<file path="config.mk">
export PLATFORM = sky130hd
export DESIGN_NAME = madd_divrem_seq
export DESIGN_NICKNAME = d
export VERILOG_FILES = /design/src/rtl/madd_pkg.sv /design/src/rtl/madd_div_step.sv /design/src/rtl/madd_divrem_seq.sv
export SDC_FILE = /design/constraint.sdc
export NUM_CORES = 1
export LEC_CHECK = 0
export CAP_MARGIN = 15
export CORE_MARGIN = 4
export CORE_UTILIZATION = 49
export CTS_CLUSTER_DIAMETER = 200
export DETAILED_ROUTE_END_ITERATION = 10
export GPL_TIMING_DRIVEN = 0
export PLACE_DENSITY = 0.93
export SLEW_MARGIN = 0
export SYNTH_ARGS = -nofsm -noshare
export SYNTH_HDL_FRONTEND = slang
export SYNTH_SLANG_ARGS = --single-unit
</file>
<file path="constraint.sdc">
create_clock -name clk -period 4.5 [get_ports clk]
set_input_delay 0.675 -clock clk [delete_from_list [all_inputs] [get_ports clk]]
set_output_delay 0.675 -clock clk [all_outputs]
set_load 0.02 [all_outputs]
</file>
<file path="src/rtl/madd_pkg.sv">
// Shared types and defaults for the madd divide/remainder checker.
// Holds the FSM state enum, default widths and counter-width helper.
package madd_pkg;

    typedef enum logic [1:0] {
        IDLE,
        CALC,
        DONE
    } state_t;

    localparam int DW_DEF = 4;
    localparam int BW_DEF = 2;
    localparam int CNT_W  = $clog2(DW_DEF);

    // Counter width for a given dividend width; never below one bit.
    function automatic int cnt_w(input int dw);
        return (dw > 1) ? $clog2(dw) : 1;
    endfunction

endpackage

</file>
<file path="src/rtl/madd_div_step.sv">
// One restoring-division step: shift in a dividend bit, subtract if possible.
// Ports: rem/bit_in/divisor in; rem_next (new partial remainder), q_bit out.
module madd_div_step #(
    parameter int BW = 2
) (
    input  logic [BW-1:0] rem,
    input  logic          bit_in,
    input  logic [BW-1:0] divisor,
    output logic [BW-1:0] rem_next,
    output logic          q_bit
);

    logic [BW:0] trial;
    logic [BW:0] dvs_ext;

    assign trial   = {rem, bit_in};
    assign dvs_ext = {1'b0, divisor};
    assign q_bit   = (trial >= dvs_ext);

    // rem < divisor on entry, so trial - divisor < divisor and fits BW bits.
    always_comb begin
        rem_next = trial[BW-1:0];
        if (q_bit) begin
            rem_next = BW'(trial - dvs_ext);
        end
    end

endmodule

</file>
<file path="src/rtl/madd_divrem_seq.sv">
// Sequential restoring divider recovering Q, R from P = Q*B + R.
// Ports: clk, rst; in_valid/in_ready/in_dividend/in_divisor;
// out_valid/out_ready/out_quotient/out_remainder/out_div_zero.
module madd_divrem_seq
    import madd_pkg::*;
#(
    parameter int DW = DW_DEF,
    parameter int BW = BW_DEF
) (
    input  logic          clk,
    input  logic          rst,
    input  logic          in_valid,
    output logic          in_ready,
    input  logic [DW-1:0] in_dividend,
    input  logic [BW-1:0] in_divisor,
    output logic          out_valid,
    input  logic          out_ready,
    output logic [DW-1:0] out_quotient,
    output logic [BW-1:0] out_remainder,
    output logic          out_div_zero
);

    localparam int CW = cnt_w(DW);

    state_t        state_q;
    state_t        state_d;
    logic [CW-1:0] cnt_q;
    logic [DW-1:0] q_q;
    logic [BW-1:0] rem_q;
    logic [BW-1:0] dvs_q;
    logic          dz_q;
    logic [BW-1:0] rem_nx;
    logic          q_bit;
    logic          accept;
    logic          last;

    madd_div_step #(.BW(BW)) u_step (
        .rem      (rem_q),
        .bit_in   (q_q[DW-1]),
        .divisor  (dvs_q),
        .rem_next (rem_nx),
        .q_bit    (q_bit)
    );

    assign accept = in_valid && (state_q == IDLE);
    assign last   = (cnt_q == '0);

    always_ff @(posedge clk) begin
        if (rst) begin
            state_q <= IDLE;
        end else begin
            state_q <= state_d;
        end
    end

    always_comb begin
        state_d   = state_q;
        in_ready  = 1'b0;
        out_valid = 1'b0;
        unique case (state_q)
            IDLE: begin
                in_ready = 1'b1;
                if (in_valid) begin
                    state_d = (in_divisor == '0) ? DONE : CALC;
                end
            end
            CALC: begin
                if (last) begin
                    state_d = DONE;
                end
            end
            DONE: begin
                out_valid = 1'b1;
                if (out_ready) begin
                    state_d = IDLE;
                end
            end
            default: state_d = IDLE;
        endcase
    end

    // Q register doubles as the dividend shift register: its MSB feeds
    // the step while the new quotient bit enters at the LSB.
    always_ff @(posedge clk) begin
        if (rst) begin
            cnt_q <= '0;
            q_q   <= '0;
            rem_q <= '0;
            dvs_q <= '0;
            dz_q  <= 1'b0;
        end else if (accept) begin
            cnt_q <= CW'(DW - 1);
            dvs_q <= in_divisor;
            rem_q <= '0;
            if (in_divisor == '0) begin
                q_q  <= '1;
                dz_q <= 1'b1;
            end else begin
                q_q  <= in_dividend;
                dz_q <= 1'b0;
            end
        end else if (state_q == CALC) begin
            q_q   <= (q_q << 1) | DW'(q_bit);
            rem_q <= rem_nx;
            if (!last) begin
                cnt_q <= cnt_q - 1'b1;
            end
        end
    end

    assign out_quotient  = q_q;
    assign out_remainder = rem_q;
    assign out_div_zero  = dz_q;

endmodule

</file>
==> results of run 1 <==
-- metrics by stage --
step | worst slack, ns | util | hold slack (ns) | instance area (µm²) | power, µW
2_1_floorplan | 2.78 | - | 0.436 | 693 | 191
3_3_place_gp | 2.17 | 0.677 | 0.445 | 892 | 223
3_5_place_dp | 2.14 | 0.677 | 0.449 | 892 | 227
4_1_cts | 1.95 | 0.697 | 0.463 | 918 | 299
5_1_grt | 1.86 | 0.697 | 0.489 | 918 | 317
6_report | 1.94 | 0.697 | 0.467 | 918 | 299
-- flip-flops by register name, summed over array words and instances (netlist names) --
signal and cells:
cnt_q 2, out_remainder 2, state_q 2, out_div_zero 1, dvs_q 2, out_quotient 4
-- logic make-up after synthesis --
group                      share of synthesized area
and+or+nand+nor                                0.247
DFF                                            0.375
adders and majority gates                     0.0542
buffers and inverters                         0.0686
AOI/OAI and AO/OA                              0.255
-- critical path, delay by kind of cell (launching register included) --
kind	cells	cell delay (ns)
buf+inv	2	0.98
flops	1	0.39
simple gates	1	0.23
-- layout make-up --
| class | instances | area [µm²] |
|---|---|---|
| plain buffers | 5 | 25.0 |
| flip-flops and latches | 13 | 260 |
| fillers | 105 | 399 |
| well taps | 15 | 18.8 |
| repair buffers | 18 | 180 |
| multi-input cells | 63 | 385 |
| inverters | 6 | 22.5 |
| clock buffers | 4 | 26.3 |
-- placed cells by master (no fill, tap or decap), drive strengths merged --
cell type and instances:
o211ai 4, clkbuf 6, nor2b 3, nor3b 2
nand2b 2, ha 3, nand3b 1, nand2 7
or2 1, a32oi 1, nor2 7, or4b 1
a211o 2, o21ai 7, or3b 1, or3 4
nor3 2, clkdlybuf4s50 18, inv 6, buf 3
o311ai 1, a21oi 12, a311oi 1, dfxtp 13
a211oi 1
-- metal layers --
| layer | GRT usage | vias up | wire [µm] | part of all wire |
|---|---|---|---|---|
| li1 | - | 354 | - | - |
| met1 | 0.217 | 344 | 757 | 0.42 |
| met2 | 0.329 | 37 | 856 | 0.47 |
| met3 | 0.0514 | 10 | 124 | 0.069 |
| met4 | 0.146 | 0 | 68 | 0.038 |
| met5 | 0 | - | 0 | 0 |
-- worst min-delay path by stage --
stage / endpoint / slack, ns
after floorplan: dvs_q[1]$_SDFFE_PP0P_ / 0.44
after global placement: out_div_zero$_SDFFE_PP0P_ / 0.45
after detailed placement: out_div_zero$_SDFFE_PP0P_ / 0.45
after CTS: out_div_zero$_SDFFE_PP0P_ / 0.46
after global routing: out_div_zero$_SDFFE_PP0P_ / 0.49
final: out_div_zero$_SDFFE_PP0P_ / 0.47
-- power by group through the flow --
stage               clock [µW]  combinational (µW)  sequential (µW)
floorplan                    0                52.6              139
global placement             0                87.7              135
detailed placement           0                90.8              136
CTS                       74.0                91.8              134
global route              80.1                 101              135
finish                    72.8                92.5              134
==> metrics.md, run 1 <==
| Metric | Value |
|---|---|
| Status | `complete, no violations` |
| Iter 0 DRT Violations | `26` |
| Die Span Y | `45.6 µm` |
| Worst-margin pin slew | `0.523 ns` |
| Reg-to-reg slack, setup | `2.96 ns` |
| GRT Overall Usage | `0.200` |
| Worst Reg-to-Reg Cells | `6` |
| Max IR drop VDD | `0.198 mV` |
| Hold wc startpoint | `out_div_zero$_SDFFE_PP0P_` |
| Setup TNS | `0 ns` |
| Final setup vio count | `0` |
| CTS sink cnt | `13` |
| First-pass GRT wire length | `2950 µm` |
| Grt ovf | `0` |
| Mapped Avg Cell Area | `7.97 µm²` |
| Clk slew on worst S/H paths | `0.08 ns` |
| Final Slew Violations | `0` |
| Number of global-route vias before repair | `687` |
| Post-Syn Area | `693 µm²` |
| Layout cells sized above 1 | `0.0734` |
| First-pass DRT Iterations | `4` |
| Number of synthesized flops with an enable pin | `0` |
| Slew headroom | `0.650` |
| Area contributors post-synth | `dfxtp_1 38%, a21oi_1 8.7%, ha_1 5.4%` |
| Die Width | `45.6 µm` |
| CP cell instances | `clkbuf_1 -> nor2b_1 -> clkdlybuf4s50_1` |
| CORE AREA | `0.00132 mm²` |
| Synthesized flop and latch total | `13` |
| Most frequent cells after synthesis | `13 x dfxtp_1, 12 x a21oi_1, 7 x nand2_1, 7 x nor2_1, 7 x o21ai_0` |
| WL per Instance | `14.6 µm` |
| Crit path to | `out_valid` |
| H-tree levels | `1` |
| Critical path class | `reg2out` |
| CP startpoint kind | `flop` |
| Endpoints failing hold | `0` |
| CP endpoint kind | `output port` |
| # rows | `13` |
| Synthesized netlist net count | `100` |
| Hold_buf cts | `0` |
| Placed Instances | `120` |
| Worst r2r dst | `out_quotient[0]$_SDFFE_PP0P_` |
| Main synth FF type | `dfxtp_1` |
| Post-CTS sizing | `0` |
| Setup Fix Bufs, Post-CTS | `0` |
| Setup Skew | `0.00463 ns` |
| Power Density | `326 mW/mm²` |
| CP startpoint | `state_q[1]$_SDFFE_PP0P_` |
| PortBufs | `18` |
| Final WL | `1810 µm` |
| Area leader, netlist | `dfxtp_1` |
| Routability cong. | `0.837` |
| Num CTS Buffers | `3` |
| Worst EP arrival | `1.89 ns` |
| FFs w/ async S/R, synth | `0` |
| Seq/Total Area, Yosys | `0.375` |
| Number of max-cap violations | `0` |
| Flop pwr share | `0.447` |
| Worst-Skew Late Latency | `0.28 ns` |
| ANT nets after route | `0` |
| Distinct cells, synth | `26` |
| DRC viols | `0` |
| Highest clock rate | `390 MHz` |
| Cell count after synthesis | `87` |
| Unrepaired setup endpoints after global routing | `false` |
| Ports | `19` |
| Switching share of power | `0.320` |
| Area grow syn2layout | `32.5%` |
| Slowest stage delay, CP | `0.63 ns` |
| Final period utilization | `0.569` |
| Clk buf depth | `2` |
| Synth top area share | `0.375` |
| Cell with the most instances after synthesis | `dfxtp_1` |
| Internal power | `203 µW` |
| P_leak | `0.000344 µW` |
| Layout Cells excl Fill | `124` |
| Diode count | `0` |
| TritonCTS clock tree | `done` |
| Post-route minimum period | `2.56 ns` |
| Min-delay worst type | `reg2reg` |
| Syn. warnings | `0` |
| Initial antenna violation count | `0` |
| R2R Path Start | `out_quotient[3]$_SDFFE_PP0P_` |
| Hold path cells | `2` |
| Maximum fanout count along the critical path | `10` |
| Fin nets | `123` |
| Required time of the worst setup path | `3.83 ns` |
| Starting Density | `0.526` |
| Via/cell ratio | `6.01` |
| Clock root buffer | `clkbuf_4` |
| Worst path slowest cell | `clkdlybuf4s50_1` |
| Largest net degree at the start of global routing | `11` |
| Area of the die | `0.00208 mm²` |
| Psw | `95.8 µW` |
| Detail Placement HPWL | `1330 µm` |
| DR vias | `745` |
| Gate power share | `0.309` |
| Clock power share | `0.243` |
Power figures use the tool's default switching activity.
==> inputs of run 2 (changes only) <==
Settings changed: CORE_UTILIZATION 49 to 41, PLACE_DENSITY 0.93 to 0.85.
Clock period 4.5 ns to 2.2 ns, I/O delays scaled along.
==> run 2 against run 1 <==
  * Via count shrank 3.8%
  * Sequential power is 110% higher
  * Largest power group unchanged
  * Critical path depth down 1
  * Cell area decreased by 0.27%
  * Worst hold slack gained 0.00097 ns
  * Setup slack got worse by 1.8 ns
  * Clock power is 100% higher
==> metrics.md, run 2 (same netlist as run 1, synthesis figures left out) <==
| Metric | Value |
|---|---|
| CTS sink cnt | `13 (unchanged)` |
| Number of global-route vias before repair | `671 (-2.3%)` |
| First-pass GRT wire length | `2800 µm (-4.9%)` |
| Hold_buf cts | `0 (unchanged)` |
| CORE AREA | `0.00156 mm² (+18%)` |
| First-pass DRT Iterations | `4 (unchanged)` |
| Final period utilization | `0.917` |
| PortBufs | `18 (unchanged)` |
| Die Width | `49.1 µm (+7.7%)` |
| Required time of the worst setup path | `1.87 ns (-1.96 ns)` |
| Most frequent cells in the layout | `18 x clkdlybuf4s50_1, 13 x dfxtp_1, 12 x a21oi_1` |
| Min-delay worst type | `reg2reg` |
| Grt ovf | `0 (unchanged)` |
| Starting Density | `0.445 (-0.0815)` |
| Critical path class | `reg2out` |
| Post-route minimum period | `2.02 ns` |
| Post-CTS sizing | `0 (unchanged)` |
| Largest net degree at the start of global routing | `15 (+4)` |
| Setup TNS | `0 ns (unchanged)` |
| Clk buf depth | `2 (unchanged)` |
| Diode count | `0 (unchanged)` |
| Final WL | `1650 µm (-8.7%)` |
| Number of max-cap violations | `0 (unchanged)` |
| Setup Fix Bufs, Post-CTS | `0 (unchanged)` |
| Iter 0 DRT Violations | `21 (-19%)` |
| Psw | `190 µW (+98%)` |
| Num CTS Buffers | `3 (unchanged)` |
| Highest clock rate | `496 MHz` |
| Flop pwr share | `0.454 (+0.007)` |
| Internal power | `416 µW (+100%)` |
| Detail Placement HPWL | `1270 µm (-4.5%)` |
| Max IR drop VDD | `0.376 mV (+90%)` |
| Worst-Skew Late Latency | `0.28 ns (about the same)` |
| ANT nets after route | `0 (unchanged)` |
| Routability cong. | `0.814 (-2.7%)` |
| Layout cells sized above 1 | `0.0741 (+0.000680)` |
| Setup Skew | `0.00429 ns (-0.000340 ns)` |
| Maximum fanout count along the critical path | `14 (+4)` |
| P_leak | `0.000343 µW (-0.34%)` |
| Fin nets | `122 (-0.81%)` |
| Clk slew on worst S/H paths | `0.08 ns (about the same)` |
| Initial antenna violation count | `0 (unchanged)` |
| Most common cell after layout, fill and taps aside | `clkdlybuf4s50_1` |
| GRT Overall Usage | `0.148 (-0.0519)` |
| Via/cell ratio | `5.78 (-3.8%)` |
| DR vias | `717 (-3.8%)` |
| Worst hold margin | `0.468 ns (+0.000971 ns)` |
| DRC viols | `0 (unchanged)` |
| Gate power share | `0.302 (-0.007)` |
| Clock root buffer | `clkbuf_4` |
| Die Span Y | `49.1 µm (+7.7%)` |
| Final Slew Violations | `0 (unchanged)` |
| Area grow syn2layout | `32.1%` |
| Area of the die | `0.00241 mm² (+16%)` |
| Switching share of power | `0.313 (-0.00690)` |
| R2R Path Start | `state_q[1]$_SDFFE_PP0P_` |
| Hold wc startpoint | `dvs_q[1]$_SDFFE_PP0P_` |
| Clock power share | `0.244 (about the same)` |
| TritonCTS clock tree | `done` |
| H-tree levels | `1 (unchanged)` |
| Worst EP arrival | `1.69 ns (-0.20 ns)` |
| CP startpoint | `state_q[1]$_SDFFE_PP0P_` |
| Unrepaired setup endpoints after global routing | `false` |
| CP endpoint kind | `output port` |
| Ports | `19 (unchanged)` |
| Final setup vio count | `0 (unchanged)` |
| Slew headroom | `0.655 (+0.00469)` |
| WL per Instance | `13.3 µm (-8.7%)` |
| Endpoints failing hold | `0 (unchanged)` |
| Largest register FFs | `4 (unchanged)` |
| Worst-margin pin slew | `0.516 ns (-0.00700 ns)` |
| Power Density | `661 mW/mm² (+100%)` |
| Status | `complete, no violations` |
| CP startpoint kind | `flop` |
| # rows | `14 (+1)` |
-- run 2: final cells by class --
class,instances,area [µm²]
Sequential cell,13,260
Buffer,4,21.3
Timing Repair Buffer,18,180
Inverter,6,22.5
Multi-Input combinational cell,63,385
Clock buffer,4,26.3
Fill cell,157,643
Tap cell,16,20.0
-- run 2: worst paths after layout --
kind	cells past startpoint	to	slack, ns
max	2	out_valid	0.18
min	2	dvs_q[1]$_SDFFE_PP0P_	0.47
max reg2reg	5	out_quotient[1]$_SDFFE_PP0P_	0.58
min reg2reg	2	dvs_q[1]$_SDFFE_PP0P_	0.47
-- run 2: per-stage QoR --
step	utilization	total power [µW]	setup slack, ns	cell area, µm²	cells
2_1_floorplan	-	391	0.697	693	87
3_3_place_gp	0.573	457	0.225	893	121
3_5_place_dp	0.573	463	0.208	893	121
4_1_cts	0.587	609	0.163	916	124
5_1_grt	0.587	646	0.0802	916	124
6_report	0.587	605	0.182	916	124
-- run 2: layer usage --
layer | vias up | global-route usage | part of all wire
met5 | - | 0 | 0
met4 | 0 | 0.0853 | 0.025
met3 | 5 | 0.0245 | 0.046
met2 | 21 | 0.250 | 0.50
met1 | 341 | 0.173 | 0.43
li1 | 350 | - | -
-- run 2: power groups by stage --
| stage | clock network, µW | logic [µW] | registers (µW) |
|---|---|---|---|
| 2_1_floorplan | 0 | 108 | 284 |
| 3_3_place_gp | 0 | 181 | 276 |
| 3_5_place_dp | 0 | 186 | 276 |
| 4_1_cts | 151 | 184 | 275 |
| 5_1_grt | 164 | 203 | 279 |
| 6_report | 148 | 183 | 275 |
-- run 2: worst max-delay path: stages (launching register included) --
cell	delay, ns
dfxtp_1	0.57
nor2b_1	0.22
clkdlybuf4s50_1	0.62
==> inputs of run 3 (changes only) <==
Settings changed: CORE_UTILIZATION 41 to 35, PLACE_DENSITY 0.85 to 0.61.
Clock period 2.2 ns to 2.1 ns, I/O delays scaled along.
==> run 3 against run 2 <==
  * Power rose by 7.4%
  * Worst hold slack got worse by 0.0095 ns
  * Sequential cell count stayed put
  * Register-to-register slack got worse by 0.04 ns
  * Setup slack improved by 0.0092 ns
  * Clock power increased by 14%
  * Utilization fell by 7.2 points
  * Critical path depth unchanged
  * Global-route usage is 1.2 points lower
==> metrics.md, run 3 (same netlist as run 1, synthesis figures left out) <==
| Metric | Value |
|---|---|
| Max IR drop VDD | `0.412 mV (+9.5%)` |
| Pwr Total | `650 µW (+7.4%)` |
| Min-delay worst type | `reg2reg` |
| Worst Reg-to-Reg Cells | `5 (unchanged)` |
| Worst path slowest cell | `clkdlybuf4s50_1` |
| Busiest grt layer | `met1` |
| Reg-to-reg slack, setup | `0.54 ns (-0.04 ns)` |
| GRT Overall Usage | `0.136 (-0.0116)` |
| PortBufs | `18 (unchanged)` |
| Slew headroom | `0.600 (-0.0549)` |
| CP cell instances | `nor2b_1 -> clkdlybuf4s50_1` |
| Slowest stage delay, CP | `0.63 ns (about the same)` |
| Diode count | `0 (unchanged)` |
| M3 GR Usage | `0.0256 (+0.00118)` |
| P_leak | `0.000343 µW (+0.12%)` |
| Flop pwr share | `0.445 (-0.009)` |
| Final WL | `1730 µm (+4.9%)` |
| Setup TNS | `0 ns (unchanged)` |
| Most frequent cells in the layout | `18 x clkdlybuf4s50_1, 12 x a21oi_1, 12 x dfxtp_1` |
| Worst hold margin | `0.458 ns (-0.00951 ns)` |
| Largest register FFs | `4 (unchanged)` |
| Number of max-cap violations | `0 (unchanged)` |
| CP startpoint kind | `flop` |
| Die Width | `52.5 µm (+6.9%)` |
| Clk buf depth | `2 (unchanged)` |
| Highest clock rate | `524 MHz` |
| Layout Cells excl Fill | `133 (+7.3%)` |
| Status | `complete, no violations` |
| Final setup vio count | `0 (unchanged)` |
| Psw | `214 µW (+13%)` |
| Post-route minimum period | `1.91 ns` |
| Clock root buffer | `clkbuf_4` |
| Die Span Y | `52.5 µm (+6.9%)` |
| CP endpoint kind | `output port` |
| Fin nets | `122 (unchanged)` |
| Area of the die | `0.00276 mm² (+14%)` |
| Post-CTS sizing | `0 (unchanged)` |
| Grt ovf | `0 (unchanged)` |
| CORE AREA | `0.00180 mm² (+16%)` |
| Hold_buf cts | `0 (unchanged)` |
| Endpoints failing hold | `0 (unchanged)` |
| Placed Instances | `130 (+7.4%)` |
| CTS sink cnt | `13 (unchanged)` |
| Critical path class | `reg2out` |
| Hold path cells | `2 (unchanged)` |
| # rows | `15 (+1)` |
| Unrepaired setup endpoints after global routing | `false` |
| Number of global-route vias before repair | `618 (-7.9%)` |
| DRC viols | `0 (unchanged)` |
| Final Slew Violations | `0 (unchanged)` |
| Routability cong. | `0.777 (-4.5%)` |
| Worst EP arrival | `1.59 ns (-0.10 ns)` |
| Clk slew on worst S/H paths | `0.09 ns (about the same)` |
| Worst-margin pin slew | `0.598 ns (+0.0820 ns)` |
| Met2 GRT Util | `0.196 (-0.0537)` |
| Initial antenna violation count | `0 (unchanged)` |
| Required time of the worst setup path | `1.78 ns (-0.09 ns)` |
| Layout cells sized above 1 | `0.0833 (+0.00926)` |
| Final period utilization | `0.909` |
| H-tree levels | `1 (unchanged)` |
| # fillers | `186 (+18%)` |
| Num CTS Buffers | `3 (unchanged)` |
| Largest net degree at the start of global routing | `15 (unchanged)` |
| Power Density | `700 mW/mm² (+5.9%)` |
| Area grow syn2layout | `33.9%` |
| Clock power share | `0.258 (+0.014)` |
| Ports | `19 (unchanged)` |
| Setup Skew | `0.00167 ns (-0.00262 ns)` |
| TritonCTS clock tree | `done` |
| WL per Instance | `13.0 µm (-2.2%)` |
| Detail Placement HPWL | `1260 µm (-0.55%)` |
| Internal power | `436 µW (+4.9%)` |
| Setup Fix Bufs, Post-CTS | `0 (unchanged)` |
| Switching share of power | `0.329 (+0.0158)` |
| Met1 GRT Util | `0.197 (+0.0235)` |
| Gate power share | `0.297 (-0.005)` |
| DR vias | `688 (-4.0%)` |
| Most common cell after layout, fill and taps aside | `clkdlybuf4s50_1` |
| Via/cell ratio | `5.17 (-11%)` |
| ANT nets after route | `0 (unchanged)` |
| Starting Density | `0.385 (-0.0599)` |
| First-pass GRT wire length | `2790 µm (-0.50%)` |
| Iter 0 DRT Violations | `9 (-57%)` |
| First-pass DRT Iterations | `4 (unchanged)` |
| Worst-Skew Late Latency | `0.29 ns (about the same)` |
| Maximum fanout count along the critical path | `14 (unchanged)` |
## run 3: critical path: cells and delay by family (launching register included)
kind	cells	cell delay, ns
buffers and inverters	1	0.63
DFF	1	0.47
and+or+nand+nor	1	0.21
## run 3: through the flow
stage / util / setup WS [ns] / cell area, µm²
after detailed placement: 0.502 / 0.105 / 905
after global routing: 0.515 / 0.141 / 928
after CTS: 0.515 / 0.0549 / 927
after floorplan: - / 0.597 / 693
after global placement: 0.502 / 0.116 / 905
final: 0.515 / 0.191 / 928
## run 3: final timing paths
check                            startpoint                      endpoint
hold / removal    out_div_zero$_SDFFE_PP0P_     out_div_zero$_SDFFE_PP0P_
setup reg to reg    state_q[1]$_SDFFE_PP0P_  out_quotient[1]$_SDFFE_PP0P_
setup / recovery    state_q[1]$_SDFFE_PP0P_                     out_valid
hold reg to reg   out_div_zero$_SDFFE_PP0P_     out_div_zero$_SDFFE_PP0P_
## run 3: power groups by stage
| stage | Sequential (µW) | Clock [µW] | Combinational, µW |
|---|---|---|---|
| after global routing | 292 | 178 | 211 |
| after floorplan | 297 | 0 | 113 |
| after CTS | 289 | 169 | 193 |
| after detailed placement | 291 | 0 | 196 |
| after global placement | 290 | 0 | 193 |
| final | 289 | 168 | 193 |
## run 3: final cells by class
cell class                      instances  area [µm²]  area share
Multi-Input combinational cell         63         385       0.415
Sequential cell                        13         262       0.282
Timing Repair Buffer                   18         180       0.194
Tap cell                               25        31.3      0.0337
Clock buffer                            4        26.3      0.0283
Inverter                                6        22.5      0.0243
Buffer                                  4        21.3      0.0229
## run 3: routing by layer
layer | wire length (µm) | up-vias | part of all wire
li1 | - | 350 | -
met1 | 852 | 313 | 0.49
met2 | 759 | 21 | 0.44
met3 | 98 | 4 | 0.057
met4 | 19 | 0 | 0.011
met5 | 0 | - | 0
